### src/rtl/down_counter_pkg.sv
// Shared types and constants for the 32-bit down counter/timer.
//   dc_state_t : controller state (IDLE, RUN, PAUSE, EXPIRED), 2-bit encoded
//   DC_WIDTH   : default counter / load-value width
package down_counter_pkg;

    localparam int unsigned DC_WIDTH = 32;

    typedef enum logic [1:0] {
        DC_IDLE    = 2'd0,
        DC_RUN     = 2'd1,
        DC_PAUSE   = 2'd2,
        DC_EXPIRED = 2'd3
    } dc_state_t;

endpackage

### src/rtl/down_counter32.sv
// Loadable down counter/timer with one-shot and periodic (auto-reload) modes.
// Emits a registered one-cycle done pulse when the count reaches zero.
//
// Ports:
//   clk        in  : single clock, rising edge
//   reset      in  : synchronous, active-high reset
//   load       in  : capture load_value into count and reload registers
//   load_value in  : value captured on load            [WIDTH]
//   start      in  : begin or resume countdown
//   stop       in  : pause countdown
//   periodic   in  : mode, sampled on an accepted start (1 = auto-reload)
//   tick       in  : decrement enable while running
//   count      out : current count, registered          [WIDTH]
//   busy       out : high in RUN
//   paused     out : high in PAUSE
//   done       out : one-cycle pulse as count reaches 0
//   expired    out : sticky one-shot completion flag (EXPIRED state)
module down_counter32
    import down_counter_pkg::*;
#(
    parameter int unsigned WIDTH = DC_WIDTH
) (
    input  logic             clk,
    input  logic             reset,
    input  logic             load,
    input  logic [WIDTH-1:0] load_value,
    input  logic             start,
    input  logic             stop,
    input  logic             periodic,
    input  logic             tick,
    output logic [WIDTH-1:0] count,
    output logic             busy,
    output logic             paused,
    output logic             done,
    output logic             expired
);

    localparam logic [WIDTH-1:0] ONE = {{(WIDTH-1){1'b0}}, 1'b1};

    dc_state_t        state_q, state_d;
    logic [WIDTH-1:0] count_q, count_d;
    logic [WIDTH-1:0] reload_q, reload_d;
    logic             mode_q, mode_d;
    logic             done_q, done_d;

    always_ff @(posedge clk) begin
        if (reset) begin
            state_q  <= DC_IDLE;
            count_q  <= '0;
            reload_q <= '0;
            mode_q   <= 1'b0;
            done_q   <= 1'b0;
        end else begin
            state_q  <= state_d;
            count_q  <= count_d;
            reload_q <= reload_d;
            mode_q   <= mode_d;
            done_q   <= done_d;
        end
    end

    // Priority: load > stop > start > decrement. A stop in any state
    // blocks a simultaneous start.
    always_comb begin
        state_d  = state_q;
        count_d  = count_q;
        reload_d = reload_q;
        mode_d   = mode_q;
        done_d   = 1'b0;

        if (load) begin
            count_d  = load_value;
            reload_d = load_value;
            state_d  = DC_IDLE;
        end else begin
            unique case (state_q)
                DC_IDLE: begin
                    if (!stop && start && (count_q != '0)) begin
                        mode_d  = periodic;
                        state_d = DC_RUN;
                    end
                end
                DC_RUN: begin
                    if (stop) begin
                        state_d = DC_PAUSE;
                    end else if (tick) begin
                        if (count_q == '0) begin
                            // Reached only after a terminal count in periodic
                            // mode, or a restart with reload == 0.
                            if (mode_q) begin
                                count_d = reload_q;
                            end else begin
                                state_d = DC_EXPIRED;
                            end
                        end else if (count_q == ONE) begin
                            count_d = '0;
                            done_d  = 1'b1;
                            if (!mode_q) begin
                                state_d = DC_EXPIRED;
                            end
                        end else begin
                            count_d = count_q - ONE;
                        end
                    end
                end
                DC_PAUSE: begin
                    if (!stop && start) begin
                        state_d = DC_RUN;
                    end
                end
                DC_EXPIRED: begin
                    if (!stop && start) begin
                        count_d = reload_q;
                        mode_d  = periodic;
                        state_d = DC_RUN;
                    end
                end
                default: begin
                    state_d = DC_IDLE;
                end
            endcase
        end
    end

    assign count   = count_q;
    assign done    = done_q;
    assign busy    = (state_q == DC_RUN);
    assign paused  = (state_q == DC_PAUSE);
    assign expired = (state_q == DC_EXPIRED);

endmodule

### config.mk
export PLATFORM = sky130hd
export DESIGN_NAME = down_counter32
export DESIGN_NICKNAME = d
export VERILOG_FILES = /design/src/rtl/down_counter_pkg.sv /design/src/rtl/down_counter32.sv
export SDC_FILE = /design/constraint.sdc
export NUM_CORES = 1
export LEC_CHECK = 0
export CORE_MARGIN = 4
export CORE_UTILIZATION = 40
export CTS_BUF_LIST = sky130_fd_sc_hd__clkbuf_4 sky130_fd_sc_hd__clkbuf_8
export DETAILED_ROUTE_END_ITERATION = 7
export GPL_TIMING_DRIVEN = 0
export PLACE_DENSITY = 0.65
export SLEW_MARGIN = 20
export SYNTH_ARGS = -nofsm -noshare
export SYNTH_HDL_FRONTEND = slang
export SYNTH_SLANG_ARGS = --single-unit
### constraint.sdc
create_clock -name clk -period 2.5 [get_ports clk]
set_input_delay 0.5 -clock clk [delete_from_list [all_inputs] [get_ports clk]]
set_output_delay 0.5 -clock clk [all_outputs]
set_load 0.02 [all_outputs]
After elaboration in Yosys (flattened, before gate mapping)
Index checks and enable logic that the tools add are counted. Widths: inputs -> output; s select.

Bits in registers: 68. Output and inout port bits: 36.

$add $sub $neg: 1. Equal/unequal tests: 13. Multiplexer cells: 20. Bitwise logic cells: 3. Reduce and logical (&&, ||, !) cells: 14.

Operators with widths (count): $mux 32 (7); $pmux 32 s2 (1); $eq 32x1->1 const B (1); $logic_not 32->1 (1); $reduce_bool 32->1 (1); $sub 32x1->32 const B (1); $mux 2 (7); $ne 3x3->1 const B (3); $reduce_and 4->1 (2); $pmux 2 s3 (1); $reduce_or 6->1 (1); $reduce_and 5->1 (1); $eq 2x2->1 const B (2); $ne 2x1->1 const B (2); $ne 4x2->1 const B (1); $ne 4x4->1 const B (1); $reduce_or 2->1 (2); $mux 1 (3); $ne 3x2->1 const B (1); $not 1->1 (3); $reduce_bool 3->1 (1); $eq 2x1->1 const B (1); $logic_and 1x1->1 (2); $logic_not 2->1 (1); other kinds (4) (4).

Logic depth before layout (Yosys ltp)
Gate-level depths: netlist (run 1).

Depth in word-level cells: 7. Depth in mapped cells: 10.

Worst setup path before layout (run 1)
OpenSTA, ideal clock, no wires.

Path kind: register -> register. Start: reg count_q[0], in the netlist count[0]. End: reg count_q[24], in the netlist count[24]. Setup time: 0.122 ns. Data arrival time: 2.439 ns. Required time: 2.378 ns. Path slack: -0.061 ns. Cell stages (with the launch flop): 11. Path buffers: 2. Period minus slack after synthesis: 2.561 ns. Path through: dfxtp_1 inv_1 ha_1 or3b_1 nor4_2 nand4_2 o21a_1 buf_2 buf_2 o21ai_0 o21bai_1.

Cells in the longest elaborated chain, start to end: 7. Elaborated cells between the ends (all ways): 11. Classes of those cells: 1 x add/sub; 2 x eq/ne; 6 x mux; 2 x reduce/logical.

RTL lines: start: declaration (line down_counter32.sv:41) `logic [WIDTH-1:0] count_q, count_d;`; start signal: assignment (line down_counter32.sv:55) `count_q <= count_d;`; $sub 32x1->32 or $eq 32x1->1 (tied branches) (line down_counter32.sv:102, down_counter32.sv:95); $mux 32 (line down_counter32.sv:95) `end else if (count_q == ONE) begin`; $mux 32 (line down_counter32.sv:87) `if (count_q == '0) begin`; $mux 32 (line down_counter32.sv:86) `end else if (tick) begin`; $mux 32 (line down_counter32.sv:84) `if (stop) begin`; $pmux 32 s2 (line down_counter32.sv:76) `unique case (state_q)`; $mux 32 (line down_counter32.sv:71) `if (load) begin`.

Parallel ways exist; a longest one is shown, timed or not. The select of a mux whose other input is x is not followed. A chain may end at the register's enable or synchronous reset.

Worst setup path in the final report (run 1)
Start: reg count_q[1], in the netlist count[1]. End: reg count_q[0], in the netlist count[0].

Cells in the longest elaborated chain, start to end: 7. Elaborated cells between the ends (all ways): 10. Classes of those cells: 2 x eq/ne; 6 x mux; 2 x reduce/logical.

RTL lines (line): $eq 32x1->1 (down_counter32.sv:95); $mux 32 (down_counter32.sv:95); $mux 32 (down_counter32.sv:87); $mux 32 (down_counter32.sv:86); $mux 32 (down_counter32.sv:84); $pmux 32 s2 (down_counter32.sv:76); $mux 32 (down_counter32.sv:71).

Parallel ways exist; a longest one is shown, timed or not. The select of a mux whose other input is x is not followed.

==> results, run 1 <==
- For met1 alone, demand over resource in global routing was 0.3442.
- On the critical path, the stage with the largest delay is an instance of sky130_fd_sc_hd__or3b_4.
- The fraction of met2 tracks used by global routing is 0.3983.
- The startpoint identified for the worst register-to-register timing path is count[1]$_SDFFE_PP0P_.
- Buffers inserted to repair hold after CTS numbered 0.
- The via count of the first global-routing pass is 3904.
- The setup check on the worst reg-to-reg path leaves a slack of around 0.031 ns.
- The share of cell area taken by muxes after synthesis is 0.07587.
- The number of primary I/O pins is 75.
- Measured along the x axis, the die boundary spans approximately 100 um.
- The repair_antennas step left the layout with diodes totalling 0.
- Clock-pin slew was measured on the worst setup and hold paths at 0.08 ns.
- The number of different library cells used by synthesis comes to 72.
- Before antenna repair, the detailed router went through 6 iterations.
- The final-report max-slew violation count is 0.
- In this run, the number of DRC markers left after iteration 0 of detailed routing was ~500.
- The post-synthesis cell count is approximately 440.
- CTS built an H-tree with a depth of 3.
- The initial utilization of the core area, before any placement, comes to 0.4088.
- In this run the critical register-to-register path is captured at count[0]$_SDFFE_PP0P_.
- The adder-cell area share of the yosys netlist is 0.006656.
- The die covers 11010 um^2.
- The cell repeated most along the worst path is sky130_fd_sc_hd__buf_6.
- By area, the combinational part of the netlist is dominated by compound AO/OA/AOI/OAI gates.
- The share of the synthesized netlist area taken by xor and xnor gates is 0.006988.
- The number of warnings printed during yosys synthesis is 0.
- The final design instance area without fill is 5321 um^2.
- STA puts the critical path data required time at 2.76 ns.
- In the finished design, the share of the clock period the worst path needs comes to 0.9874.
- The worst hold path belongs to the class flop to flop.
- The primary flip-flop cell chosen by synthesis mapping is sky130_fd_sc_hd__dfxtp_1.
- The synthesized design contains 68 register bits.
- After global routing the overflow that remains totals 0.
- After legalization and detailed placement, the total HPWL measured between 9 and 10 mm.
- The final-layout worst hold slack is between 0.4 and 0.5 ns.
- The run finished with clean final reports.
- The average cell area after synthesis is 8.526 um^2.
- In this run the power density over the cells is around 610 nW/um^2.
- The total clock buffers created by CTS is 9.
- Based on the critical path, the design can be clocked at up to ~410 MHz.
- The synthesized netlist net count is around 480.
- The startpoint type of the worst setup path is a flop.
- The library cell used as clock root buffer is sky130_fd_sc_hd__clkbuf_8.
- The largest fanout on the critical path is 6.
- The fraction of the core area covered by cells at the end of the flow is 0.5786.
- The share of the synthesized area in compound gates (AO/OA/AOI/OAI) is 0.2509.
- The count of flip-flops with a built-in enable after synthesis is 0.
- The y dimension of the die is about 100 um.
- The initialized floorplan defines 35 standard-cell rows.
- The portion of the post-synthesis area used by sequential elements is 0.3621.
- The final critical-path setup slack is 0.03146 ns.
- The total count of hold-check failures in the final report is 0.
- The area share of and/or/nand/nor cells after synthesis is 0.2409.
- The number of max-cap violations is 0.
- Clock latency on the worst-skew pair, taken at its later pin, is about 0.36 ns.
- The clock skew after layout is a little over 0.01 ns.
- The number of antenna violations at the first check in global routing is 0.
- The synthesis-to-layout area growth is 41.53%.
- The nature of the critical path endpoint is a flop.
- The wire length after detailed routing is 14.54 mm.
- The type of the setup path with the least slack is flop to flop.
- The critical path goes through inv_4, ha_4, or3b_4, nor4_4, nand4_4, buf_6, a21oi_4, buf_6, buf_8, nand2_4, a221oi_2.
- The mapped netlist covers approximately 3800 um^2.
- OpenSTA, run right after detailed placement, puts the worst setup slack at -0.5398 ns.
- Setup repair after global routing could not meet its margin everywhere.
- The remaining antenna violation count is 0.
- The core region is just over 9000 um^2.
- No sink is reached through more buffers than the 2 on the longest clock path.
- The fraction of synthesis flops using an asynchronous set or reset pin is 0.
- The TritonCTS clock tree is built.
- After detailed placement, the total cell area comes to ~4700 um^2.
- The data arrival time at the worst-slack endpoint is around 2.7 ns.
- The layout filler cell count is between 800 and 900.
- In the final layout, the share of cells above drive strength 1 is 0.1996.
- For this design the static power due to leakage is 0.002003 uW.
- The total DRC errors in the routed layout is 0.
- The headroom to the max-slew limit is 0.4261.
- The final layout net count is around 600.
- Setup violations remaining at the end of the flow were counted as 0.
- The number of clock sinks is 68.
- met2 is the most crowded layer.
- The all-layer global routing usage is 0.2553.
- The peak supply drop is about 330 uV.
- The largest stage delay on the critical path is approximately 0.44 ns.
- The critical path ends at count[0]$_SDFFE_PP0P_.
- The critical path starts at count[1]$_SDFFE_PP0P_.
- The fraction of met3 tracks used by global routing is 0.07103.
- The worst path in the final design needs a cycle of between 2 and 2.5 ns, including I/O delays and setup.
- The power after layout is 3240 uW.
- The first global-routing pass estimated between 20 and 25 mm of wire.
- The per-cell via count in the routed design is 6.169.
- At the pin with the least slew margin, the transition time is 0.8609 ns.
- Entering global routing, the biggest net connects 12 pins.
- After detailed routing, the average wire length per cell comes to ~22 um.
- Buffers placed on the I/O ports in this run total between 70 and 80.
- The global placement routability congestion is approximately 0.93.
- The routed layout has 4115 vias.
- The worst reg2reg path depth is 11.
critical path: cells and delay by family, from the launching register on:
| family | cells | cell delay [ns] |
|---|---|---|
| AO/OA/AOI/OAI | 2 | 0.40 |
| adder cells (fa/ha/maj) | 1 | 0.16 |
| buffers and inverters | 4 | 0.51 |
| flip-flops | 1 | 0.37 |
| AND/OR/NAND/NOR | 4 | 0.92 |
state kept, by name, indices dropped and copies added (netlist names):
| register | cells |
|---|---|
| count | 32 |
| done | 1 |
| mode_q | 1 |
| reload_q | 32 |
| state_q | 2 |
synthesized netlist by cell type (3+ instances only):
library cell	count	area [um^2]
sky130_fd_sc_hd__nor3_1	11	55.05
sky130_fd_sc_hd__o32ai_2	5	81.33
sky130_fd_sc_hd__and2_1	5	31.28
sky130_fd_sc_hd__or4_1	6	45.04
sky130_fd_sc_hd__nor4_2	3	37.54
sky130_fd_sc_hd__o211ai_1	4	30.03
sky130_fd_sc_hd__mux2i_1	24	240.2
sky130_fd_sc_hd__o32ai_1	4	35.03
sky130_fd_sc_hd__dfxtp_1	68	1361
sky130_fd_sc_hd__nand4_1	4	25.02
sky130_fd_sc_hd__nor4b_1	5	43.79
sky130_fd_sc_hd__o21ai_0	4	20.02
sky130_fd_sc_hd__or2_2	4	25.02
sky130_fd_sc_hd__a211oi_1	4	30.03
sky130_fd_sc_hd__nor2_1	56	210.2
sky130_fd_sc_hd__mux2_2	4	45.04
sky130_fd_sc_hd__a32o_1	4	40.04
sky130_fd_sc_hd__o21ai_1	19	95.09
sky130_fd_sc_hd__nor2b_1	4	25.02
sky130_fd_sc_hd__buf_2	8	40.04
sky130_fd_sc_hd__a222oi_1	3	30.03
sky130_fd_sc_hd__buf_6	3	33.78
sky130_fd_sc_hd__a31oi_1	3	18.77
sky130_fd_sc_hd__nand2_1	29	108.9
sky130_fd_sc_hd__inv_1	16	60.06
sky130_fd_sc_hd__clkbuf_1	15	56.30
sky130_fd_sc_hd__nor4_1	15	93.84
sky130_fd_sc_hd__a21oi_1	23	115.1
sky130_fd_sc_hd__nand3_1	9	45.04
sky130_fd_sc_hd__o22ai_1	8	50.05
sky130_fd_sc_hd__or3_1	8	50.05
sky130_fd_sc_hd__a221oi_1	16	140.1
final cells by class:
type | count | area [um^2] | area share
Sequential cell | 68 | 1370 | 0.2575
Inverter | 17 | 68.82 | 0.01293
Tap cell | 111 | 138.9 | 0.02610
Multi-Input combinational cell | 327 | 2367 | 0.4449
Timing Repair Buffer | 101 | 967.2 | 0.1818
Clock inverter | 4 | 72.57 | 0.01364
Clock buffer | 11 | 151.4 | 0.02845
Buffer | 28 | 185.2 | 0.03480
per-layer routing:
metal  up-vias  routed length, um
li1       1906                  -
met1      1917               6114
met2       267               6603
met3        25               1565
met4         0                254
met5         -                  0
stage by stage:
step / TNS (ns) / cells
final: 0 / 667
after CTS: -0.009185 / 657
after floorplan: 0 / 441
after global placement: -16.09 / 625
after detailed placement: -16.71 / 625
after global routing: -0.3151 / 667
cell families (layout without fill, tap and decap cells):
logic type | after synthesis | in the layout
AO/OA/AOI/OAI | 123 | 123
XOR/XNOR | 3 | 3
adder cells (fa/ha/maj) | 2 | 2
buffers and inverters | 46 | 161
flip-flops | 68 | 68
multiplexers | 28 | 28
AND/OR/NAND/NOR | 171 | 171
timing repair:
action                     CTS  global route
resized for setup           15            36
setup endpoints to repair   33            40
pin swaps                   10            14
gates cloned                 0             2
buffers inserted            17             9
how the worst min path moves through the flow:
stage,slack (ns),to,depth (start not counted),startpoint
global placement,0.44,count[23]$_SDFFE_PP0P_,2,reload_q[23]$_SDFFE_PP0P_
CTS,0.46,count[25]$_SDFFE_PP0P_,2,reload_q[25]$_SDFFE_PP0P_
floorplan,0.43,count[23]$_SDFFE_PP0P_,2,reload_q[23]$_SDFFE_PP0P_
finish,0.45,count[25]$_SDFFE_PP0P_,2,reload_q[25]$_SDFFE_PP0P_
detailed placement,0.44,count[25]$_SDFFE_PP0P_,2,reload_q[25]$_SDFFE_PP0P_
global route,0.48,count[23]$_SDFFE_PP0P_,2,reload_q[23]$_SDFFE_PP0P_
where the power goes:
group	switching (uW)	total, uW	internal (uW)	leakage (uW)
Combinational	517	923	405	0.00133
Clock	455	1060	609	0.000111
Sequential	95.3	1250	1160	0.000562
cell usage in the layout, fill, tap and decap left out, drive strengths merged, types with 2 or more instances in the layout:
| cell type | synthesis | layout |
|---|---|---|
| clkdlybuf4s50 | 0 | 73 |
| dfxtp | 68 | 68 |
| nor2 | 57 | 57 |
| buf | 14 | 41 |
| nand2 | 30 | 30 |
| clkbuf | 15 | 26 |
| mux2i | 24 | 24 |
| a21oi | 24 | 24 |
| o21ai | 24 | 24 |
| nor4 | 18 | 18 |
| a221oi | 17 | 17 |
| inv | 16 | 16 |
| nor3 | 12 | 12 |
| nand3 | 9 | 9 |
| or3 | 9 | 9 |
| o32ai | 9 | 9 |
| o22ai | 8 | 8 |
| or4 | 7 | 7 |
| and2 | 5 | 5 |
| nand4 | 5 | 5 |
| nor4b | 5 | 5 |
| or2 | 5 | 5 |
| nor2b | 4 | 4 |
| mux2 | 4 | 4 |
| a211oi | 4 | 4 |
| o211ai | 4 | 4 |
| a32o | 4 | 4 |
| a31oi | 3 | 3 |
| a222oi | 3 | 3 |
| o21a | 2 | 2 |
| a311oi | 2 | 2 |
| o41ai | 2 | 2 |
| xor2 | 2 | 2 |
| bufinv | 0 | 2 |
| o31ai | 2 | 2 |
| clkinv | 1 | 2 |
| o221a | 2 | 2 |
| o311ai | 2 | 2 |
| ha | 2 | 2 |
(Power assumes the default switching activity.)
==> run 2: changes to the inputs <==
Settings changed: PLACE_DENSITY 0.65 to 0.63.
Clock period 2.5 ns to 2.7 ns, I/O delays scaled along.
==> run 2 against run 1 <==
- register-to-register slack improved by 0.04 ns
- non-clock buffer count is 11 lower
- maximum frequency decreased by 6.1%
- total power decreased by 12%
- clock skew about the same
- combinational power decreased by 12%
- clock power fell by 16%
- sequential share of layout area rose by 1.2 points
==> results, run 2 (same netlist as run 1, synthesis figures left out) <==
- The width of the die was 105.0 um (unchanged).
- The hold buffer count at CTS is 0 (unchanged).
- The via count of the first global-routing pass came to 3881 (was 3904).
- The number of DRC violations after detailed-routing iteration 0 is 422 (was 501).
- The setup-violating endpoint count in the final report came to 0 (unchanged).
- The largest stage delay on the critical path is 0.43 ns (was 0.44 ns).
- The deepest clock path buffer count is 2 (unchanged).
- The number of clock sinks is 68 (unchanged).
- The final-report max-slew violation count came to 0 (unchanged).
- Result of the run: completed (unchanged).
- The slowest cell on the critical path is sky130_fd_sc_hd__or3b_4 (unchanged).
- The largest fanout on the critical path was 6 (unchanged).
- The half-perimeter wire length of the detailed placement result was 10.11 mm (was 9.949 mm).
- The leakage power summed over all cells was 0.001889 uW (was 0.002003 uW).
- The global placement routability congestion is 0.9290 (was 0.9287).
- The nature of the critical path endpoint is a flop (unchanged).
- The clock transition at the registers of the reported paths is 0.08 ns (about the same).
- The quantity of I/O buffers inserted on ports is 73 (unchanged).
- The headroom to the max-slew limit is 0.4578 (was 0.4261).
- The TritonCTS clock tree is built (unchanged).
- The fraction of the core area covered by cells at the end of the flow was 0.5512 (was 0.5786).
- Most frequent cells in the layout: 73 x sky130_fd_sc_hd__clkdlybuf4s50_1, 66 x sky130_fd_sc_hd__dfxtp_1, 56 x sky130_fd_sc_hd__nor2_1 (was 73 x sky130_fd_sc_hd__clkdlybuf4s50_1, 65 x sky130_fd_sc_hd__dfxtp_1, 55 x sky130_fd_sc_hd__nor2_1).
- The y dimension of the die is 105.0 um (unchanged).
- Sequence of cells on the critical path: inv_2, ha_4, or3b_4, nor4_4, nand4_4, a21oi_4, buf_4, a221oi_1, a221oi_1 (was inv_4, ha_4, or3b_4, nor4_4, nand4_4, buf_6, a21oi_4, buf_6, buf_8, nand2_4, a221oi_2).
- The library cell used as clock root buffer was sky130_fd_sc_hd__clkbuf_8 (unchanged).
- The number of max-cap violations is 0 (unchanged).
- The startpoint of the lowest-slack register-to-register path is count[0]$_SDFFE_PP0P_ (was count[1]$_SDFFE_PP0P_).
- The cell area after placement was 4629 um^2 (was 4664 um^2).
- The data required time at the worst endpoint came to 2.96 ns (was 2.76 ns).
- The placeable core region was 9196 um^2 (unchanged).
- The remaining antenna violation count is 0 (unchanged).
- The count of standard-cell rows is 35 (unchanged).
- The layout cell share with drive strength beyond 1 was 0.1575 (was 0.1996).
- The initial standard-cell utilization of the core is 0.4088 (unchanged).
- The count of antenna diodes in the layout is 0 (unchanged).
- The worst reg2reg path depth is 9 (was 11).
- The most common library cell in the layout ignoring fill and taps was sky130_fd_sc_hd__clkdlybuf4s50_1 (unchanged).
- The clock skew after layout is 0.01075 ns (was 0.01037 ns).
- The overall overflow remaining after global route was 0 (unchanged).
- The largest net degree at the start of global routing came to 12 (unchanged).
- The endpoint of the worst setup timing path is count[1]$_SDFFE_PP0P_ (was count[0]$_SDFFE_PP0P_).
- The peak supply drop is 320.0 uV (was 331.0 uV).
- The average detailed-routed wire length per instance is 21.93 um (was 21.80 um).
- The highest achievable clock rate came to 380.4 MHz (was 405.1 MHz).
- The first-pass GRT wire length was 22.22 mm (was 21.92 mm).
- The worst hold path class was flop to flop (unchanged).
- The deepest level of the CTS H-tree was 3 (unchanged).
- The total clock buffers created by CTS is 9 (unchanged).
- The final period utilization was 0.9737 (was 0.9874).
- The end of the worst register-to-register path is count[1]$_SDFFE_PP0P_ (was count[0]$_SDFFE_PP0P_).
- The final layout net count came to 582 (was 593).
- The transition time at the pin with the least slew margin came to 0.8134 ns (was 0.8609 ns).
- The ratio of total power to cell area is 562.1 nW/um^2 (was 608.8 nW/um^2).
- The power after layout is 2849 uW (was 3240 uW).
- The wire length after detailed routing came to 14.41 mm (was 14.54 mm).
- The final design instance area without fill is 5069 um^2 (was 5321 um^2).
- The register-to-register setup slack is 0.07 ns (was 0.03 ns).
- The per-cell via count in the routed design is 6.230 (was 6.169).
- The synthesis-to-layout area growth is 34.81% (was 41.53%).
- The total DRC errors in the routed layout was 0 (unchanged).
- The total count of hold-check failures in the final report is 0 (unchanged).
- The final-layout worst hold slack was 0.4671 ns (was 0.4544 ns).
- The length of the first detailed-routing pass in iterations was 5 (was 6).
- The launching element of the worst setup path is count[0]$_SDFFE_PP0P_ (was count[1]$_SDFFE_PP0P_).
- The startpoint type of the worst setup path is a flop (unchanged).
- The total negative slack for setup checks is 0 ns (unchanged).
- The clock latency reported for the late side of the worst-skew pair is 0.36 ns (about the same).
- The number of primary I/O pins is 75 (unchanged).
- The area of the die is 11010 um^2 (unchanged).
- The post-layout minimum cycle time is 2.629 ns (was 2.469 ns).
- The type of the setup path with the least slack is flop to flop (unchanged).
- The all-layer global routing usage is 0.2592 (was 0.2553).
- The total number of vias came to 4093 (was 4115).
- The number of antenna violations at the first check in global routing is 0 (unchanged).
- The data arrival time at the worst-slack endpoint is 2.89 ns (was 2.73 ns).
- The cell repeated most along the worst path is sky130_fd_sc_hd__a221oi_1 (was sky130_fd_sc_hd__buf_6).
run 2: where the power goes:
group	switching [uW]	total [uW]	leakage [uW]	internal, uW
logic	463	809	0.00122	346
clock network	415	887	0.000107	472
registers	81.0	1150	0.000561	1070
run 2: final cells by class:
class	instances	area, um^2
Buffer	29	171.4
Clock buffer	12	152.6
Clock inverter	4	48.80
Fill cell	868	4128
Inverter	17	63.81
Multi-Input combinational cell	327	2266
Sequential cell	68	1364
Tap cell	111	138.9
Timing Repair Buffer	89	863.3
run 2: layer usage:
layer | share of wire | global-route usage | up-vias
li1 | - | - | 1890
met1 | 0.44 | 0.3608 | 1940
met2 | 0.44 | 0.3873 | 222
met3 | 0.097 | 0.06733 | 41
met4 | 0.026 | 0.09091 | 0
met5 | 0 | 0 | -
run 2: through the flow:
step	cells	setup WS [ns]
2_1_floorplan	441	0.1394
3_3_place_gp	625	-0.3710
3_5_place_dp	625	-0.3847
4_1_cts	650	0.005259
5_1_grt	657	-0.01647
6_report	657	0.07089
run 2: timing repair:
action | 4_1_cts | 5_1_grt
setup buffers | 9 | 7
gates resized for setup | 8 | 19
endpoints found under the setup margin | 32 | 32
pin swaps | 4 | 6
run 2: worst max-delay path, delay by kind of cell, from the launching register on:
kind	cells	cell delay, ns
AND/OR/NAND/NOR	3	1.01
buffers and inverters	2	0.29
flip-flops	1	0.36
adder cells (fa/ha/maj)	1	0.18
AO/OA/AOI/OAI	3	0.69
run 2: worst min-delay path by stage:
| stage | startpoint | end | slack (ns) | depth (start not counted) |
|---|---|---|---|---|
| after detailed placement | reload_q[26]$_SDFFE_PP0P_ | count[26]$_SDFFE_PP0P_ | 0.45 | 2 |
| after global placement | reload_q[23]$_SDFFE_PP0P_ | count[23]$_SDFFE_PP0P_ | 0.44 | 2 |
| after CTS | reload_q[23]$_SDFFE_PP0P_ | count[23]$_SDFFE_PP0P_ | 0.47 | 2 |
| after global routing | reload_q[12]$_SDFFE_PP0P_ | reload_q[12]$_SDFFE_PP0P_ | 0.49 | 2 |
| after floorplan | reload_q[23]$_SDFFE_PP0P_ | count[23]$_SDFFE_PP0P_ | 0.43 | 2 |
| final | reload_q[23]$_SDFFE_PP0P_ | count[23]$_SDFFE_PP0P_ | 0.47 | 2 |
